===== src/rtl/swir_clock_reset_sequencer.sv =====
// -----------------------------------------------------------------------------
// swir_clock_reset_sequencer
//
// Brings up the SWIR PLL and releases the downstream resets in order:
//   PLL_RST       -> hold the PLL in reset for PLL_RST_CYCLES cycles
//   WAIT_LOCK     -> wait for LOCK_STABLE_CYCLES consecutive locked cycles,
//                    retrying the PLL after LOCK_TIMEOUT_CYCLES
//   RELEASE_LOGIC -> release readout logic, wait STAGE_GAP_CYCLES
//   RUN           -> release sensor interface, report ready
// Loss of lock in RELEASE_LOGIC/RUN, or a force_relock request, restarts
// the sequence from PLL_RST.
//
// Ports:
//   clock           in   free-running reference clock
//   reset_n         in   asynchronous active-low reset
//   pll_locked      in   PLL lock indicator (asynchronous to clock)
//   force_relock    in   single-cycle request to restart the PLL
//   pll_rst         out  active-high PLL reset
//   logic_reset_n   out  active-low reset for the readout logic
//   sensor_reset_n  out  active-low reset for the sensor interface
//   ready           out  all domains released and lock held
//   state[2:0]      out  PLL_RST=0, WAIT_LOCK=1, RELEASE_LOGIC=2, RUN=3
//   lock_lost_count out  saturating count of lock-loss events
//   timeout_count   out  saturating count of lock timeouts
// -----------------------------------------------------------------------------
module swir_clock_reset_sequencer #(
  parameter int PLL_RST_CYCLES      = 16,
  parameter int LOCK_STABLE_CYCLES  = 1024,
  parameter int LOCK_TIMEOUT_CYCLES = 65536,
  parameter int STAGE_GAP_CYCLES    = 64
) (
  input  logic       clock,
  input  logic       reset_n,
  input  logic       pll_locked,
  input  logic       force_relock,
  output logic       pll_rst,
  output logic       logic_reset_n,
  output logic       sensor_reset_n,
  output logic       ready,
  output logic [2:0] state,
  output logic [7:0] lock_lost_count,
  output logic [7:0] timeout_count
);

  // One shared cycle counter serves the PLL reset hold, the lock timeout and
  // the stage gap; size it for the largest of the three.
  localparam int CNT_MAX_A = (PLL_RST_CYCLES > STAGE_GAP_CYCLES) ? PLL_RST_CYCLES
                                                                  : STAGE_GAP_CYCLES;
  localparam int CNT_MAX   = (LOCK_TIMEOUT_CYCLES > CNT_MAX_A) ? LOCK_TIMEOUT_CYCLES
                                                               : CNT_MAX_A;
  localparam int CNT_W     = $clog2(CNT_MAX + 1);
  localparam int STB_W     = $clog2(LOCK_STABLE_CYCLES + 1);

  typedef enum logic [2:0] {
    S_PLL_RST   = 3'd0,
    S_WAIT_LOCK = 3'd1,
    S_RELEASE   = 3'd2,
    S_RUN       = 3'd3
  } state_t;

  function automatic logic [7:0] sat_inc(input logic [7:0] v);
    return (v == 8'hFF) ? v : v + 8'd1;
  endfunction

  logic             sync1_q;
  logic             locked_s_q;
  state_t           state_q, state_d;
  logic [CNT_W-1:0] cnt_q, cnt_d, cnt_inc;
  logic [STB_W-1:0] stable_q, stable_d;
  logic [7:0]       lost_q, lost_d;
  logic [7:0]       tmo_q, tmo_d;
  logic             pll_rst_q, logic_rstn_q, sensor_rstn_q, ready_q;

  // Two-flop synchronizer for the asynchronous lock indicator.
  always_ff @(posedge clock or negedge reset_n) begin
    if (!reset_n) begin
      sync1_q    <= 1'b0;
      locked_s_q <= 1'b0;
    end else begin
      sync1_q    <= pll_locked;
      locked_s_q <= sync1_q;
    end
  end

  assign cnt_inc = cnt_q + 1'b1;

  always_comb begin
    state_d  = state_q;
    cnt_d    = cnt_inc;
    stable_d = '0;
    lost_d   = lost_q;
    tmo_d    = tmo_q;
    case (state_q)
      S_PLL_RST: begin
        // force_relock is deliberately ignored here: the PLL is already in reset.
        if (cnt_q == CNT_W'(PLL_RST_CYCLES - 1)) state_d = S_WAIT_LOCK;
      end
      S_WAIT_LOCK: begin
        stable_d = locked_s_q ? stable_q + 1'b1 : '0;
        if (force_relock) begin
          state_d = S_PLL_RST;
        end else if (stable_d == STB_W'(LOCK_STABLE_CYCLES)) begin
          // A stable lock wins over a timeout landing on the same cycle.
          state_d = S_RELEASE;
        end else if (cnt_inc == CNT_W'(LOCK_TIMEOUT_CYCLES)) begin
          state_d = S_PLL_RST;
          tmo_d   = sat_inc(tmo_q);
        end
      end
      S_RELEASE, S_RUN: begin
        // Lock loss is checked first so a coincident force_relock still counts it.
        if (!locked_s_q) begin
          state_d = S_PLL_RST;
          lost_d  = sat_inc(lost_q);
        end else if (force_relock) begin
          state_d = S_PLL_RST;
        end else if (state_q == S_RELEASE && cnt_inc == CNT_W'(STAGE_GAP_CYCLES)) begin
          state_d = S_RUN;
        end else if (state_q == S_RUN) begin
          cnt_d = cnt_q;
        end
      end
      default: state_d = S_PLL_RST;
    endcase
    if (state_d != state_q) begin
      cnt_d    = '0;
      stable_d = '0;
    end
  end

  // Outputs are decoded from the next state so they change on the same edge
  // as state and stay glitch-free registered values.
  always_ff @(posedge clock or negedge reset_n) begin
    if (!reset_n) begin
      state_q       <= S_PLL_RST;
      cnt_q         <= '0;
      stable_q      <= '0;
      lost_q        <= '0;
      tmo_q         <= '0;
      pll_rst_q     <= 1'b1;
      logic_rstn_q  <= 1'b0;
      sensor_rstn_q <= 1'b0;
      ready_q       <= 1'b0;
    end else begin
      state_q       <= state_d;
      cnt_q         <= cnt_d;
      stable_q      <= stable_d;
      lost_q        <= lost_d;
      tmo_q         <= tmo_d;
      pll_rst_q     <= (state_d == S_PLL_RST);
      logic_rstn_q  <= (state_d == S_RELEASE) || (state_d == S_RUN);
      sensor_rstn_q <= (state_d == S_RUN);
      ready_q       <= (state_d == S_RUN);
    end
  end

  assign pll_rst         = pll_rst_q;
  assign logic_reset_n   = logic_rstn_q;
  assign sensor_reset_n  = sensor_rstn_q;
  assign ready           = ready_q;
  assign state           = state_q;
  assign lock_lost_count = lost_q;
  assign timeout_count   = tmo_q;

endmodule


===== config.mk =====
export PLATFORM = sky130hd
export DESIGN_NAME = swir_clock_reset_sequencer
export DESIGN_NICKNAME = d
export VERILOG_FILES = /design/src/rtl/swir_clock_reset_sequencer.sv
export SDC_FILE = /design/constraint.sdc
export NUM_CORES = 1
export LEC_CHECK = 0
export ABC_AREA = 1
export CORE_MARGIN = 2
export CORE_UTILIZATION = 58
export DETAILED_ROUTE_END_ITERATION = 8
export PLACE_DENSITY = 0.8
export SYNTH_ARGS = -nofsm -noshare
export SYNTH_HDL_FRONTEND = slang
export SYNTH_SLANG_ARGS = --single-unit

===== constraint.sdc =====
create_clock -name clock -period 3.1 [get_ports clock]
set_input_delay 0.62 -clock clock [delete_from_list [all_inputs] [get_ports clock]]
set_output_delay 0.62 -clock clock [all_outputs]
set_load 0.03 [all_outputs]

==> results.sh <==
export IMPL_global_route_usage_sum=0.237
export IMPL_switching_power_w=0.000263
export IMPL_layout_drive_gt1_share=0.101
export IMPL_cp_start_kind="flip-flop"
export IMPL_coreArea_um2=5170
export IMPL_critical_path_top_cell_by_count="sky130_fd_sc_hd__nand2_1"
export IMPL_clkSinkCount=52
export IMPL_synth_top_family_by_area="simple AND/OR/NAND/NOR gates"
export IMPL_syn2layout_area_growth_pct=13.2
export IMPL_first_global_vias=2580
export IMPL_yosys_register_bits=52
export IMPL_crit_arrival_ns=2.90
export IMPL_cts_buffers=5
export IMPL_setup_worst_path_end_class="flip-flop"
export IMPL_post_route_period_util=0.862
export IMPL_clkLatencyLatePin_ns=0.30
export IMPL_drt_initial_drc_count=185
export IMPL_cap_viol_max_count=0
export IMPL_timing_max_slew_rel_slack=0.595
export IMPL_setup_tns_final_ns=0
export IMPL_metal_1_wl_um=3060
export IMPL_synth_largest_area_cell="sky130_fd_sc_hd__dfrtp_1"
export IMPL_cpPeakStageDelay_ns=0.43
export IMPL_timing_final_crit_period_ns=2.67
export IMPL_grt_pass1_wl_um=11700
export IMPL_switch_share=0.230
export IMPL_fillers=423
export IMPL_place_detailed_hpwl_um=4830
export IMPL_power_share_sequential=0.605
export IMPL_leakagePower_nw=1.67
export IMPL_cts_tree="done"
export IMPL_compound_cell_area_share_of_the_yosys_netlist=0.0289
export IMPL_netlist_top_cells_area="sky130_fd_sc_hd__dfrtp_1 40%, sky130_fd_sc_hd__nand2_1 14%, sky130_fd_sc_hd__nor2_1 7.1%"
export IMPL_timing_worst_slew_pin_value_ns=0.607
export IMPL_report_final_hold_viol_count=0
export IMPL_fp_dieH_um=77.9
export IMPL_drt_wl_total_um=6680
export IMPL_cts_setup_buffers=0
export IMPL_final_net_count=465
export IMPL_power_density_nw_per_um2=320
export IMPL_unrepaired_setup_endpoints_after_global_routing="false"
export IMPL_cells_along_the_critical_path="ha_1 -> nand3_1 -> inv_1 -> nand2_1 -> xnor2_1 -> nor2_1 -> nand2_1 -> nor2_2 -> nand2_1 -> nand2_1 -> nand2_1 -> nand2_2 -> nand2_2 -> nand2_4 -> nand3_2 -> nor2_1"
export IMPL_floorplan_die_width_um=77.9
export IMPL_wl_met3_um=280
export IMPL_post_synth_inst_count=429
export IMPL_cts_root_buf="sky130_fd_sc_hd__clkbuf_8"
export IMPL_cts_resized=0
export IMPL_finalSetupViolations=0
export IMPL_antenna_diode_count=0
export IMPL_number_of_detailed_route_iterations_in_the_first_pass=5
export IMPL_synth_adder_area_share=0.0198
export IMPL_cts_reportedPaths_clkPinSlew_ns=0.09
export IMPL_clock_power_share=0.349
export IMPL_h_tree_depth=2
export IMPL_critical_path_max_fanout=18
export IMPL_layout_cells_most_common="sky130_fd_sc_hd__nand2_1"
export IMPL_grt_max_degree=35
export IMPL_cpLargestDelayFamily="simple AND/OR/NAND/NOR gates"
export IMPL_cts_hold_repair_buffers=0
export IMPL_synth_distinct_cells=34
export IMPL_antenna_found_initial=0
export IMPL_globalplace_congestion=0.911
export IMPL_synth_top_area_frac=0.403
export IMPL_placement_rows=26
export IMPL_syn_num_nets=438
export IMPL_min_delay_path_class="input pin to async pin"
export IMPL_fin_hold_ws_ns=0.317
export IMPL_worstPathBufferInverterCount=1
export IMPL_p_comb_frac=0.046
export IMPL_synthSimpleGateAreaFrac=0.415
export IMPL_routed_via_density=5.40
export IMPL_portBuffers=26
export IMPL_drc_markers=0
export IMPL_design_die_area_um2=6060
export IMPL_detail_route_wl_per_cell_um=12.7
export IMPL_average_size_of_a_mapped_cell_um2=7.38
export IMPL_route_top_layer_used="met4"
export IMPL_worst_ep_required_time_ns=3.33
export IMPL_yosys_warnings=0
export IMPL_io_pin_count=27
export IMPL_synth_cell_area_um2=3170
export IMPL_seq_area_frac_synth=0.411
export IMPL_clk_path_buf_depth=2
export IMPL_finalClockSkew_ns=0.00613
export IMPL_power_internal_w=0.000883
export IMPL_max_freq_mhz=374
export IMPL_number_of_routed_nets_with_antenna_violations=0
export IMPL_initial_utilization=0.612
export IMPL_critical_path_class="flip-flop to flip-flop"
export IMPL_peak_supply_drop_mv=0.301
export IMPL_detailroute_via_count=2845
export IMPL_final_cell_mix="119 x sky130_fd_sc_hd__nand2_1, 60 x sky130_fd_sc_hd__nor2_1, 51 x sky130_fd_sc_hd__dfrtp_1"
export IMPL_run_status="finished, final reports clean"
export IMPL_route_met2_wl_um=3290
export IMPL_slew_violations=0
export IMPL_grt_overflow_total=0
export IMPL_synth_area_mux_share=0.00356
export IMPL_synthXorXnorAreaFrac=0.0526
export IMPL_cpMaxStageDelayCell="sky130_fd_sc_hd__dfrtp_1"
## registers in the layout, summed over array words and instances, names as in the netlist
name and count:
pll_rst 1, state 3, logic_reset_n 1, locked_s_q 1, ready 1, stable_q 11, cnt_q 17, lock_lost_count 8
timeout_count 8, sync1_q 1
## area by class of cell
type / count / area (um^2) / area share
timing repair buffer: 31 / 293 / 0.0817
inverter: 40 / 150 / 0.0419
sequential: 52 / 1300 / 0.363
clock buffer: 7 / 86.3 / 0.0241
tap: 70 / 87.6 / 0.0244
multi-input combinational: 326 / 1660 / 0.462
clock inverter: 1 / 7.51 / 0.00209
## logic make-up after synthesis
logic type	count (synthesis)
AO/OA/AOI/OAI	17
XOR/XNOR	19
adder cells (fa/ha/maj)	5
buffers and inverters	51
flip-flops	52
multiplexers	1
other	1
AND/OR/NAND/NOR	283
## per-layer routing
| layer | GRT usage | vias up |
|---|---|---|
| li1 | - | 1435 |
| met4 | 0.0482 | 0 |
| met3 | 0.0372 | 5 |
| met2 | 0.404 | 72 |
| met1 | 0.321 | 1333 |
| met5 | 0 | - |
## worst paths after layout
kind,startpoint,endpoint,slack (ns),depth (start not counted)
min in group clock,sync1_q,locked_s_q,0.36,0
worst min-delay path,reset_n,stable_q[1],0.32,1
worst max register to register,cnt_q[0],stable_q[10],0.43,16
worst max-delay path,cnt_q[0],stable_q[10],0.43,16
max in group asynchronous,reset_n,lock_lost_count[7],2.02,2
worst min register to register,sync1_q,locked_s_q,0.36,0
## power by group through the flow
stage / combinational (W) / clock, W / sequential [W]
finish: 0.0000532 / 0.000400 / 0.000693
global route: 0.0000600 / 0.000449 / 0.000695
CTS: 0.0000545 / 0.000410 / 0.000693
detailed placement: 0.0000540 / 0 / 0.000706
global placement: 0.0000528 / 0 / 0.000706
floorplan: 0.0000293 / 0 / 0.000705
## cells in the mapped netlist, drive strengths merged
| library cell | number |
|---|---|
| buf | 6 |
| nand3b | 3 |
| and2 | 1 |
| inv | 40 |
| nand2 | 124 |
| conb | 1 |
| nand3 | 36 |
| nor3 | 7 |
| nand4 | 28 |
| clkbuf | 5 |
| or2 | 3 |
| nor2 | 77 |
| mux2 | 1 |
| ha | 5 |
| dfrtp | 51 |
| a21oi | 12 |
| xor2 | 12 |
| xnor2 | 7 |
| o31ai | 1 |
| nor4 | 4 |
| o21ai | 4 |
| dfstp | 1 |
## metrics by stage
| stage | utilization | total power [W] | instance area [um^2] | setup slack [ns] | std cells |
|---|---|---|---|---|---|
| after floorplan | - | 0.000735 | 3170 | 0.908 | 429 |
| after detailed placement | 0.675 | 0.000760 | 3490 | 0.467 | 519 |
| final | 0.693 | 0.00115 | 3580 | 0.429 | 527 |
| after global routing | 0.693 | 0.00120 | 3580 | 0.0751 | 527 |
| after global placement | 0.675 | 0.000759 | 3490 | 0.595 | 519 |
| after CTS | 0.693 | 0.00116 | 3580 | 0.449 | 527 |
(Power assumes the default switching activity.)
